==> config.mk <==
export PLATFORM = sky130hd
export DESIGN_NAME = atoi2
export DESIGN_NICKNAME = d
export VERILOG_FILES = /design/src/rtl/atoi2.sv
export SDC_FILE = /design/constraint.sdc
export NUM_CORES = 1
export LEC_CHECK = 0
export ABC_AREA = 1
export ABC_CLOCK_PERIOD_IN_PS = 5500
export CORE_MARGIN = 3
export CORE_UTILIZATION = 45
export DETAILED_ROUTE_END_ITERATION = 16
export GPL_ROUTABILITY_DRIVEN = 0
export GPL_TIMING_DRIVEN = 0
export PLACE_DENSITY = 0.62
export SLEW_MARGIN = 20
export SYNTH_ARGS = -nofsm -noshare
export SYNTH_HDL_FRONTEND = slang
export SYNTH_SLANG_ARGS = --single-unit
==> constraint.sdc <==
create_clock -name clk -period 5.5 [get_ports clk]
set_clock_uncertainty 0.15 [all_clocks]
set_input_delay 1.375 -clock clk [delete_from_list [all_inputs] [get_ports clk]]
set_output_delay 1.375 -clock clk [all_outputs]
set_load 0.02 [all_outputs]
==> src/rtl/atoi2.sv <==
// Parses ASCII lines "num0<sep>num1\n" into pairs of SIZE-bit unsigned integers; doValid rises on the LF-accept edge.
// Backpressure: diReady drops while a finished pair waits in Done for doReady, so no character is lost.
module atoi2 #(
  parameter int SIZE = 64
) (
  input  logic            clk,
  input  logic            rst,
  input  logic [7:0]      di,
  input  logic            diValid,
  output logic            diReady,
  output logic [SIZE-1:0] num0,
  output logic [SIZE-1:0] num1,
  output logic            ovf,
  output logic            doValid,
  input  logic            doReady,
  output logic            err
);
  localparam int W = SIZE + 4;

  typedef enum logic [1:0] {FIELD0, FIELD1, SKIP, DONE} state_t;

  state_t          state;
  logic            seen0, seen1, trail;
  logic            accept, is_digit, is_sep, is_cr, is_lf, bad_line;
  logic [SIZE-1:0] acc;
  logic [W-1:0]    mac;
  logic            mac_ovf;

  assign diReady  = !rst && (state != DONE);
  assign accept   = diValid && diReady;
  assign is_digit = (di >= 8'h30) && (di <= 8'h39);
  assign is_sep   = (di == 8'h20) || (di == 8'h09) || (di == 8'h2C);
  assign is_cr    = (di == 8'h0D);
  assign is_lf    = (di == 8'h0A);

  // Four guard bits hold acc*10+d exactly, so any carry above SIZE means overflow.
  assign acc     = (state == FIELD1) ? num1 : num0;
  assign mac     = W'(acc) * W'(10) + W'(di[3:0]);
  assign mac_ovf = |mac[W-1:SIZE];

  assign bad_line = accept && is_lf &&
                    ((state == FIELD0 && seen0) || (state == FIELD1 && !seen1) || (state == SKIP));

  always_ff @(posedge clk) begin
    if (rst) begin
      state   <= FIELD0;
      num0    <= '0;
      num1    <= '0;
      ovf     <= 1'b0;
      doValid <= 1'b0;
      err     <= 1'b0;
      seen0   <= 1'b0;
      seen1   <= 1'b0;
      trail   <= 1'b0;
    end else begin
      err <= 1'b0;
      if (state == DONE) begin
        if (doValid && doReady) begin
          doValid <= 1'b0;
          num0    <= '0;
          num1    <= '0;
          ovf     <= 1'b0;
          seen0   <= 1'b0;
          seen1   <= 1'b0;
          trail   <= 1'b0;
          state   <= FIELD0;
        end
      end else if (bad_line) begin
        err   <= 1'b1;
        num0  <= '0;
        num1  <= '0;
        ovf   <= 1'b0;
        seen0 <= 1'b0;
        seen1 <= 1'b0;
        trail <= 1'b0;
        state <= FIELD0;
      end else if (accept && !is_cr) begin
        case (state)
          FIELD0: begin
            if (is_digit) begin
              num0  <= mac[SIZE-1:0];
              ovf   <= ovf | mac_ovf;
              seen0 <= 1'b1;
            end else if (is_sep) begin
              if (seen0) state <= FIELD1;
            end else if (!is_lf) begin
              state <= SKIP;
            end
          end
          FIELD1: begin
            if (is_digit) begin
              if (trail) begin
                state <= SKIP;
              end else begin
                num1  <= mac[SIZE-1:0];
                ovf   <= ovf | mac_ovf;
                seen1 <= 1'b1;
              end
            end else if (is_sep) begin
              if (seen1) trail <= 1'b1;
            end else if (is_lf) begin
              state   <= DONE;
              doValid <= 1'b1;
            end else begin
              state <= SKIP;
            end
          end
          default: ;  // Skip swallows everything; its terminating LF is a bad_line
        endcase
      end
    end
  end
endmodule

Yosys cells after proc, flatten, opt, wreduce, memory -nomap -nowiden
Cells that the tools add are included.

Magnitude comparators: 2. Reduce and logical (&&, ||, !) cells: 35. Bitwise gates (word level): 1. Equal/unequal tests: 23. Muxes and demuxes: 60. Multiply operators: 1. Add/subtract/negate cells: 1.

Operator list (number): $mux W64 (13); $add A68 B4 Y68 (1); $mul A64 B3 Y67 const B (1); $mux W1 (34); $eq A8 B4 Y1 const B (3); $mux W2 (11); $ne A5 B4 Y1 const B (4); $reduce_bool A3 Y1 (6); $eq A8 B6 Y1 const B (2); $ne A4 B3 Y1 const B (4); $reduce_and A6 Y1 (2); $logic_and A1 B1 Y1 (9); $ge A8 B6 Y1 const B (1); $le A8 B6 Y1 const B (1); $ne A2 B1 Y1 const B (4); $reduce_and A8 Y1 (1); $reduce_and A7 Y1 (1); $ne A3 B1 Y1 const B (2); $reduce_bool A2 Y1 (3); $reduce_and A5 Y1 (1); $eq A2 B2 Y1 const B (2); $logic_or A1 B1 Y1 (4); $pmux W2 S2 (1); $reduce_and A4 Y1 (1); 9 further kinds (11).

Register bits after elaboration: 136. Word-level logic and storage cells: 132. Output and inout bits: 132. Input bits: 12.

Longest topological paths before layout
Gate-level depths: netlist of run 1.

Depth in word-level cells: 12. Depth in mapped cells: 35. Depth with buffers taken out: 32.

Worst setup path before layout of run 1
Ideal clock, no wire load.

Path kind: register to register. From: reg state[1]. To: reg ovf. Cell stages (with the launch flop): 28. Library setup time: 0.119 ns. Period minus slack after synthesis: 4.566 ns. Setup slack: 0.934 ns. Path buffers: 2. Data arrival time: 4.297 ns. Required time: 5.231 ns. Cells stage by stage: dfxtp_1 -> inv_1 -> ha_1 -> clkbuf_1 -> clkbuf_1 -> o21ai_0 -> ha_1 -> ha_1 -> fa_1 -> nand4_1 -> o21ai_0 -> nand2_1 -> nor2_2 -> nand2_2 -> nor2_2 -> nand3_1 -> nor2_2 -> nand2_2 -> nor2_2 -> nand3_1 -> nor2_2 -> nand3_1 -> nand2_1 -> nand2_1 -> inv_1 -> nand2_1 -> nand2_1 -> a21oi_1.

Cells in the longest elaborated chain, start to end: 12. Elaborated cells between the ends (all ways): 33. Classes of those cells: add/sub (1); mul (1); eq/ne (8); mux (8); bitwise (1); reduce/logical (14).

Ends and longest elaborated chain: start, declared (RTL line 22) `state_t state;`; start signal, assigned (RTL line 46) `state <= FIELD0;`; start signal, assigned (RTL line 66) `state <= FIELD0;`; start signal, assigned (RTL line 76) `state <= FIELD0;`; $eq A2 B1 Y1 (RTL line 37, 42, 78); $mux W64 (RTL line 37) `assign acc = (state == FIELD1) ? num1 : num0;`; $mul A64 B3 Y67 (RTL line 38) `assign mac = W'(acc) * W'(10) + W'(di[3:0]);`; $add A68 B4 Y68 (RTL line 38); $reduce_or A4 Y1 (RTL line 39) `assign mac_ovf = |mac[W-1:SIZE];`; $or A1 B1 Y1 (RTL line 82, 96); $mux W1 (RTL line 92) `if (trail) begin`; $mux W1 (RTL line 91) `if (is_digit) begin`; $pmux W1 S2 (RTL line 78) `case (state)`; $mux W1 (RTL line 77) `end else if (accept && !is_cr) begin`; $mux W1 (RTL line 68) `end else if (bad_line) begin`; $mux W1 (RTL line 57) `if (state == DONE) begin`; end signal, assigned (RTL line 82) `ovf <= ovf | mac_ovf;`; end signal, assigned (RTL line 96) `ovf <= ovf | mac_ovf;`; end, declared (RTL line 13) `output logic ovf,`.

Parallel ways exist; a longest one is shown, timed or not. The select of a mux whose other input is x is not followed. A chain may end at the register's enable or synchronous reset.

Worst setup path after layout of run 1
From: reg state[1]. To: reg num1[62].

Cells in the longest elaborated chain, start to end: 10. Elaborated cells between the ends (all ways): 29. Classes of those cells: add/sub (1); mul (1); eq/ne (6); mux (7); reduce/logical (14).

Ends and longest elaborated chain: $eq A2 B1 Y1 (RTL line 37, 42, 78); $mux W64 (RTL line 37); $mul A64 B3 Y67 (RTL line 38); $add A68 B4 Y68 (RTL line 38); $mux W64 (RTL line 92); $mux W64 (RTL line 91); $mux W64 (RTL line 78); $mux W64 (RTL line 77); $mux W64 (RTL line 68); $mux W64 (RTL line 57); end signal, assigned (RTL line 95) `num1 <= mac[SIZE-1:0];`; end, declared (RTL line 12) `output logic [SIZE-1:0] num1,`.

Parallel ways exist; a longest one is shown, timed or not. The select of a mux whose other input is x is not followed.

==> metrics list, run 1 <==
- Counting stages on the worst path, the most repeated cell is nand2_1.
- Global-route wire length before repair: 90.3 mm
- Max Cap Viol: 0
* Root buf cell: clkbuf_16
- Total power for the finished layout comes to 3070 µW.
- For this design, the CTS-stage hold fixing added 0 buffers.
- Transition at the pin with the smallest max-transition slack: around 920 ps
- Total leakage power: slightly above 0.008 µW
- Before antenna repair, the detailed router went through 5 iterations.
- Synthesis produced 2624 cells.
* Net count after synthesis: roughly 2700
- Post-detail-place hpwl: around 50 mm
- By area, the combinational part of the netlist is dominated by simple AND/OR/NAND/NOR gates.
- Clock-pin slew reported for the worst setup and hold paths after clock tree synthesis: ~70 ps
- TritonCTS built the clock tree.
- Top-level port count: 144
- Measured against the total synthesized area, the mux share comes to 0.0285.
- Total power per unit cell area: 173 nW/µm²
- Number of vias after detailed routing: 17588
- Skew-Pair Late Insertion Delay: ~440 ps
- Final nets: approximately 2900
* Compound-Gate Fraction of Synth Area: 0.149
- Setup repair after global routing left no endpoint under its margin.
* Cell area after placement: 16700 µm²
- Port buffering added 143 buffers.
- Final Critical Period: 5140 ps
* Peak supply drop: 0.187 mV
- Of the total synthesized cell area, the portion taken by AND, OR, NAND and NOR gates is 0.400.
* Worst setup path class: flip-flop to flip-flop
* Arithmetic-cell share of the synthesized area counting full adders, half adders and majority gates: 0.0740
- Max-slew violation count: 0
- In the global route stage, overall resource usage came out at 0.328.
- For hold timing, the worst endpoint is num0[3].
- Counting flops with an async set or reset pin after synthesis yields a share of 0.
- Counting flops and latches in the post-synthesis netlist gives between 100 and 150.
* Number of cells on the worst hold path: 2
* Die H: approximately 190 µm
* Mean instance size in the synthesized netlist: 5.62 µm²
* Global route total overflow: 0
- The H-tree was split into 4 levels.
- Worst EP arrival: approximately 5400 ps
- Using the TritonRoute via totals, the vias-per-cell ratio works out to about 5.4.
* Largest stage delay on the critical path: roughly 370 ps
- Counting along the longest clock path gives a buffer depth of 2.
- STA classifies the critical path endpoint as a flip-flop.
- Achievable frequency: 0.195 GHz
- Distinct cell type count after synthesis: 54
- Width of the die: about 190 µm
- Sequential-to-total area share from yosys stat: 0.185
- Critical Path Start Type: flip-flop
- Final hold viol count: 0
- Fraction of final layout cells with drive strength greater than 1: 0.0768
* Depth of the worst register-to-register path: 26
* Area added between synthesis and finish: 20.1%
- # setup viols final: 0
- Standard cell with the maximum stage delay on the critical path: mux2i_4
* Initial antenna violation count: 0
- Adding up every negative setup slack in the final design gives 0 ps.
- Setup slack of the most critical reg-to-reg path: 360 ps
- Result of the run: finished clean
* Pin count of the biggest net entering global routing: 17
- Number of buffers created by CTS: 17
* Hold Crit Class: flip-flop to flip-flop
- Number of routed nets with antenna violations: 0
- Reg2reg start: state[1]
- The synthesized design contains 0 enable-type register cells.
- Number of clock sinks: ~140
- Average routed wire per standard cell: 18.3 µm
- In this run the most critical hold path is launched from num0[3].
- Worst slew margin relative to its limit: 0.379
- Endpoint of the worst register-to-register path: num1[62]
* Count of yosys warnings during synthesis: 0
- Die outline area: 35000 µm²
* Iteration-0 DRC Markers: between 1500 and 2000
- For this configuration, the core starts out at a cell density of 0.461.
- Number of DRC violations after detailed routing: 0
- Design area: around 18000 µm²
* Primary flip-flop cell chosen by synthesis mapping: dfxtp_1
- Area of the core region: 32000 µm²
- Crit path required time: 5720 ps
- Final worst path period share: 0.935
- Placement Rows: 65
* Xor and xnor area share after synthesis: 0.0313
- The cell area that synthesis handed to floorplanning was approximately 15000 µm².
* Via count of the first global-routing pass: approximately 16000
- Diode count: 0
- The final layout contains routed wiring with a total length of 59.2 mm.
* Largest fanout on the critical path: 10
## worst max path at each step
| stage | startpoint | to | slack [ps] | cells past startpoint |
|---|---|---|---|---|
| 6_report | state[1] | num1[62] | 360 | 26 |
| 5_1_grt | state[1] | ovf | 20 | 28 |
| 4_1_cts | state[1] | num1[62] | 3 | 25 |
| 3_5_place_dp | state[1] | ovf | -650 | 26 |
| 3_3_place_gp | state[1] | ovf | -680 | 26 |
| 2_1_floorplan | state[1] | ovf | 930 | 27 |
## where the power goes
group | internal, µW | leakage, µW | switching (µW)
Sequential | 1020 | 0.00110 | 43.7
Clock | 606 | 0.000288 | 547
Combinational | 286 | 0.00687 | 562
Total | 1920 | 0.00825 | 1150
## registers in the layout, indices dropped and copies added (netlist names)
name     flops
num0        64
num1        64
state        2
doValid      1
err          1
ovf          1
seen0        1
seen1        1
trail        1
## cell type report
class	count	area (µm²)
Inverter	455	1710
Tap cell	435	544
Buffer	56	284
Timing Repair Buffer	143	1430
Sequential cell	136	2720
Clock inverter	15	155
Multi-Input combinational cell	1977	10400
Clock buffer	17	425
Fill cell	3278	14200
## stage by stage
stage | std cells | hold WS, ps | utilization | setup slack [ps]
after floorplan | 2624 | 291 | - | 934
after global placement | 3202 | 316 | 0.523 | -684
after detailed placement | 3202 | 311 | 0.523 | -651
after CTS | 3234 | 329 | 0.543 | 3.18
after global routing | 3234 | 352 | 0.554 | 19.3
final | 3234 | 341 | 0.554 | 360
## cell usage in the layout, fill, tap and decap left out, types with 19 or more instances in the layout
master and count:
a21oi_1 198, buf_2 23, nand4_1 39, nor2_1 233, clkdlybuf4s50_1 143, clkbuf_1 24, nand2_2 23, nor3_1 19
nand2_1 836, o21ai_0 165, nor2_2 36, xor2_1 47, mux2i_4 22, inv_1 440, ha_1 83, dfxtp_1 136
nand3_1 144
## kinds of logic (layout without fill, tap and decap cells)
group / count (synthesis) / count (layout)
compound gates: 414 / 414
flops: 136 / 136
buf+inv: 511 / 686
fa+ha+maj: 86 / 86
simple gates: 1384 / 1384
xor+xnor: 51 / 51
mux: 42 / 42
## cell usage after synthesis (2+ instances only)
cell,instances,share of area
a31oi_1,2,0.00085
clkbuf_1,28,0.0071
buf_2,23,0.0078
nand3b_1,7,0.0036
o21ai_1,5,0.0017
xor2_2,2,0.0022
fa_1,2,0.0027
o21bai_1,5,0.0025
nor3_2,3,0.0020
nor4_1,6,0.0025
and2_1,3,0.0013
buf_1,4,0.0010
a211oi_1,6,0.0031
xor2_1,47,0.028
and3_1,3,0.0013
o21ai_0,172,0.058
nor3_1,21,0.0071
a21o_1,5,0.0025
inv_2,12,0.0031
inv_1,440,0.11
ha_1,84,0.071
xnor2_1,2,0.0012
nor2_1,236,0.060
nor2_2,33,0.014
nand2_1,836,0.21
a221oi_1,2,0.0012
dfxtp_1,136,0.18
nand3_1,144,0.049
nand3_2,17,0.012
clkinv_1,3,0.00076
or2_2,3,0.0013
nand4_1,39,0.017
o211ai_1,5,0.0025
mux2i_1,42,0.029
nor2_4,6,0.0046
nand2_2,23,0.0098
o221ai_1,3,0.0018
a21oi_1,198,0.067
## critical path, delay by kind of cell (launching register included)
family          cells  cell delay (ps)
simple gates       16             2570
buf+inv             5              730
fa+ha+maj           2              500
mux                 1              370
flops               1              330
xor+xnor            1              200
compound gates      1              180
## per-layer routing
metal | routed length, µm | track usage
met1 | 27300 | 0.474
met2 | 23900 | 0.478
met3 | 6230 | 0.0774
met4 | 1760 | 0.108
met5 | 0 | 0
## what timing repair did
| item | 4_1_cts | 5_1_grt |
|---|---|---|
| gates cloned | 0 | 0 |
| gates resized for setup | 22 | 86 |
| setup buffers | 0 | 0 |
| pin swaps | 0 | 0 |
| endpoints found under the setup margin | 83 | 75 |
(Power assumes the default switching activity.)
==> run 2: changes to the inputs <==
Settings changed: CORE_MARGIN 3 to 2.
==> metrics list, run 2 (same netlist as run 1, synthesis figures left out) <==
- Reg2reg start: state[1] (unchanged)
- The clock tree buffer depth came to 2 (unchanged).
- Max Cap Viol: 0 (unchanged)
- The hold path startpoint was num1[4] (was num0[3]).
* Root buf cell: clkbuf_16 (unchanged)
- Endpoint of the worst register-to-register path: num1[63] (was num1[62])
- GRT Util Overall: 0.346 (was 0.328)
- The number of nets at the end of the flow was 2886 (was 2884).
* Worst slew margin relative to its limit: 0.397 (was 0.379)
* # setup viols final: 0 (unchanged)
- The post-route minimum period was 5270 ps (was 5140 ps).
* Final Routed Wirelength: 59.3 mm (was 59.2 mm)
- Placement Rows: 66 (was 65)
* Result of the run: finished clean (unchanged)
* Hold Crit Class: flip-flop to flip-flop (unchanged)
* Initial antenna violation count: 0 (unchanged)
* Number of vias after detailed routing: 17510 (was 17588)
* Largest fanout on the critical path: 10 (unchanged)
* Number of levels in the clock H-tree: 4 (unchanged)
- Area added between synthesis and finish: 20.7% (was 20.1%)
- The count of cells along the worst register-to-register path is 26 (unchanged).
* WHS Endpoint: num1[4] (was num0[3])
- The CTS buffer count came to 17 (unchanged).
* Global route total overflow: 0 (unchanged)
- Length of the first detailed-routing pass in iterations: 8 (was 5)
- Final worst path period share: 0.958 (was 0.935)
- Count of buffers from port buffering: 143 (unchanged)
- The number of ports placed on the die boundary came to 144 (unchanged).
* Commonest non-fill, non-tap cell in the layout: nand2_1 (unchanged)
- RSZ-0062 raised after global routing: no (unchanged).
* Worst EP arrival: 5500 ps (was 5360 ps)
- The first-iteration detailed-routing DRC count came to 1646 (was 1623).
- Final hold viol count: 0 (unchanged)
- Worst setup path class: flip-flop to flip-flop (unchanged)
- The wire length of the first global-routing pass came to 89.4 mm (was 90.3 mm).
- Top library cells by usage in the layout, fill and taps aside: nand2_1 (834), inv_1 (440), nor2_1 (230) (was nand2_1 (836), inv_1 (440), nor2_1 (233)).
- Design area: 17800 µm² (was 17700 µm²)
* Number of clock sinks: 136 (unchanged)
- The register clock-pin slew on the reported worst setup and hold paths was 70 ps (about the same).
* Total power per unit cell area: 172 nW/µm² (was 173 nW/µm²)
- The HPWL reported at the end of detailed placement came to 49.3 mm (was 49.6 mm).
* Setup crit end kind: flip-flop (unchanged)
- Width of the die: 185 µm (was 187 µm)
- The hold path depth is 2 (unchanged).
- Fraction of final layout cells with drive strength greater than 1: 0.0807 (was 0.0768)
- Achievable frequency: 0.190 GHz (was 0.195 GHz)
* Number of routed nets with antenna violations: 0 (unchanged)
- The clock insertion delay at the later pin of the skew report came to 460 ps (was 440 ps).
- The actual transition at the worst max-transition pin was 894 ps (was 922 ps).
- Max-slew violation count: 0 (unchanged)
- Diode count: 0 (unchanged)
* Setup slack of the most critical reg-to-reg path: 230 ps (was 360 ps)
- The number of remaining DRC errors is 0 (unchanged).
* Via count of the first global-routing pass: 15973 (was 16478)
* Area of the core region: 32400 µm² (was 32000 µm²)
* Die outline area: 34200 µm² (was 35000 µm²)
* Total leakage power: 0.00827 µW (was 0.00825 µW)
- The worst IR drop on VDD is 0.183 mV (was 0.187 mV).
- The fraction of the core area covered by cells at the end of the flow is 0.550 (was 0.554).
* Average routed wire per standard cell: 18.3 µm (about the same)
- The standard cell area after detailed placement came to 16700 µm² (about the same).
- Hold buffer count at cts: 0 (unchanged)
* Starting density of the core: 0.455 (was 0.461)
- Die H: 185 µm (was 187 µm)
- Crit path required time: 5730 ps (was 5720 ps)
- Vias per std cell: 5.40 (was 5.44)
- The CTS tree is built (unchanged).
- The category of the worst setup path launch point was a flip-flop (unchanged).
* Top flop regs: num0: 64 flops, num1: 64 flops, state: 2 flops (unchanged)
* Pin count of the biggest net entering global routing: 17 (unchanged)
[run 2: cell types whose count changed in the layout (fill, tap and decap cells not counted), sizes merged]
cell      delta
clkbuf       +3
inv          -4
buf          +1
clkinvlp     +5
clkinv       -3
[run 2: area by class of cell]
cell class              count  area [µm²]
clock inverters            13         115
well taps                 442         553
multi-input cells        1977       10500
repair buffers            145        1460
clock buffers              19         453
flip-flops and latches    136        2720
fillers                  3435       14600
inverters                 455        1710
plain buffers              56         293
[run 2: critical path: stages (launching register included)]
cell,delay (ps)
dfxtp_1,320
inv_1,130
ha_2,290
buf_6,210
buf_6,220
nand2_1,70
o21ai_0,270
xor2_1,150
ha_1,460
nand2_2,120
nor2_2,300
nand3_1,180
nand3_1,250
nand2_1,120
nand2_1,170
nand2_1,100
nand3b_1,200
nand2_1,160
nor2_1,170
inv_1,100
nor2_1,190
nand4_2,180
clkinv_1,120
nand3_1,70
nand3_1,80
nand3_1,170
a21oi_1,230
[run 2: layer usage]
metal  track usage  vias up  share of wire
li1              -     8652              -
met1         0.497     7999           0.46
met3        0.0724       94           0.10
met5             0        -              0
met4        0.0962        0          0.023
met2         0.519      765           0.41
[run 2: power by group]
group | switching, µW | internal, µW
sequential | 44.8 | 1020
combinational | 560 | 291
clock | 519 | 613
total | 1120 | 1930
[run 2: worst max path at each step]
| stage | startpoint | to | depth (start not counted) |
|---|---|---|---|
| 6_report | state[1] | num1[63] | 26 |
| 3_3_place_gp | state[1] | ovf | 26 |
| 2_1_floorplan | state[1] | ovf | 27 |
| 3_5_place_dp | state[1] | ovf | 26 |
| 5_1_grt | state[1] | ovf | 28 |
| 4_1_cts | state[1] | ovf | 26 |
[run 2: stage by stage]
step	TNS (ps)	setup slack, ps	hold WS (ps)	std cells	total power (µW)
3_3_place_gp	-30240	-711	316	3209	1850
4_1_cts	-5.13	-3.80	335	3241	2980
5_1_grt	0	5.11	368	3243	3160
3_5_place_dp	-35080	-793	318	3209	1860
2_1_floorplan	0	934	291	2624	1560
6_report	0	230	331	3243	3050
[run 2: what timing repair did]
| action | 4_1_cts | 5_1_grt |
|---|---|---|
| endpoints found under the hold margin | 0 | 0 |
| resized for setup | 30 | 90 |
| buffers inserted | 0 | 2 |
| pin swaps | 0 | 0 |
| endpoints found under the setup margin | 85 | 73 |
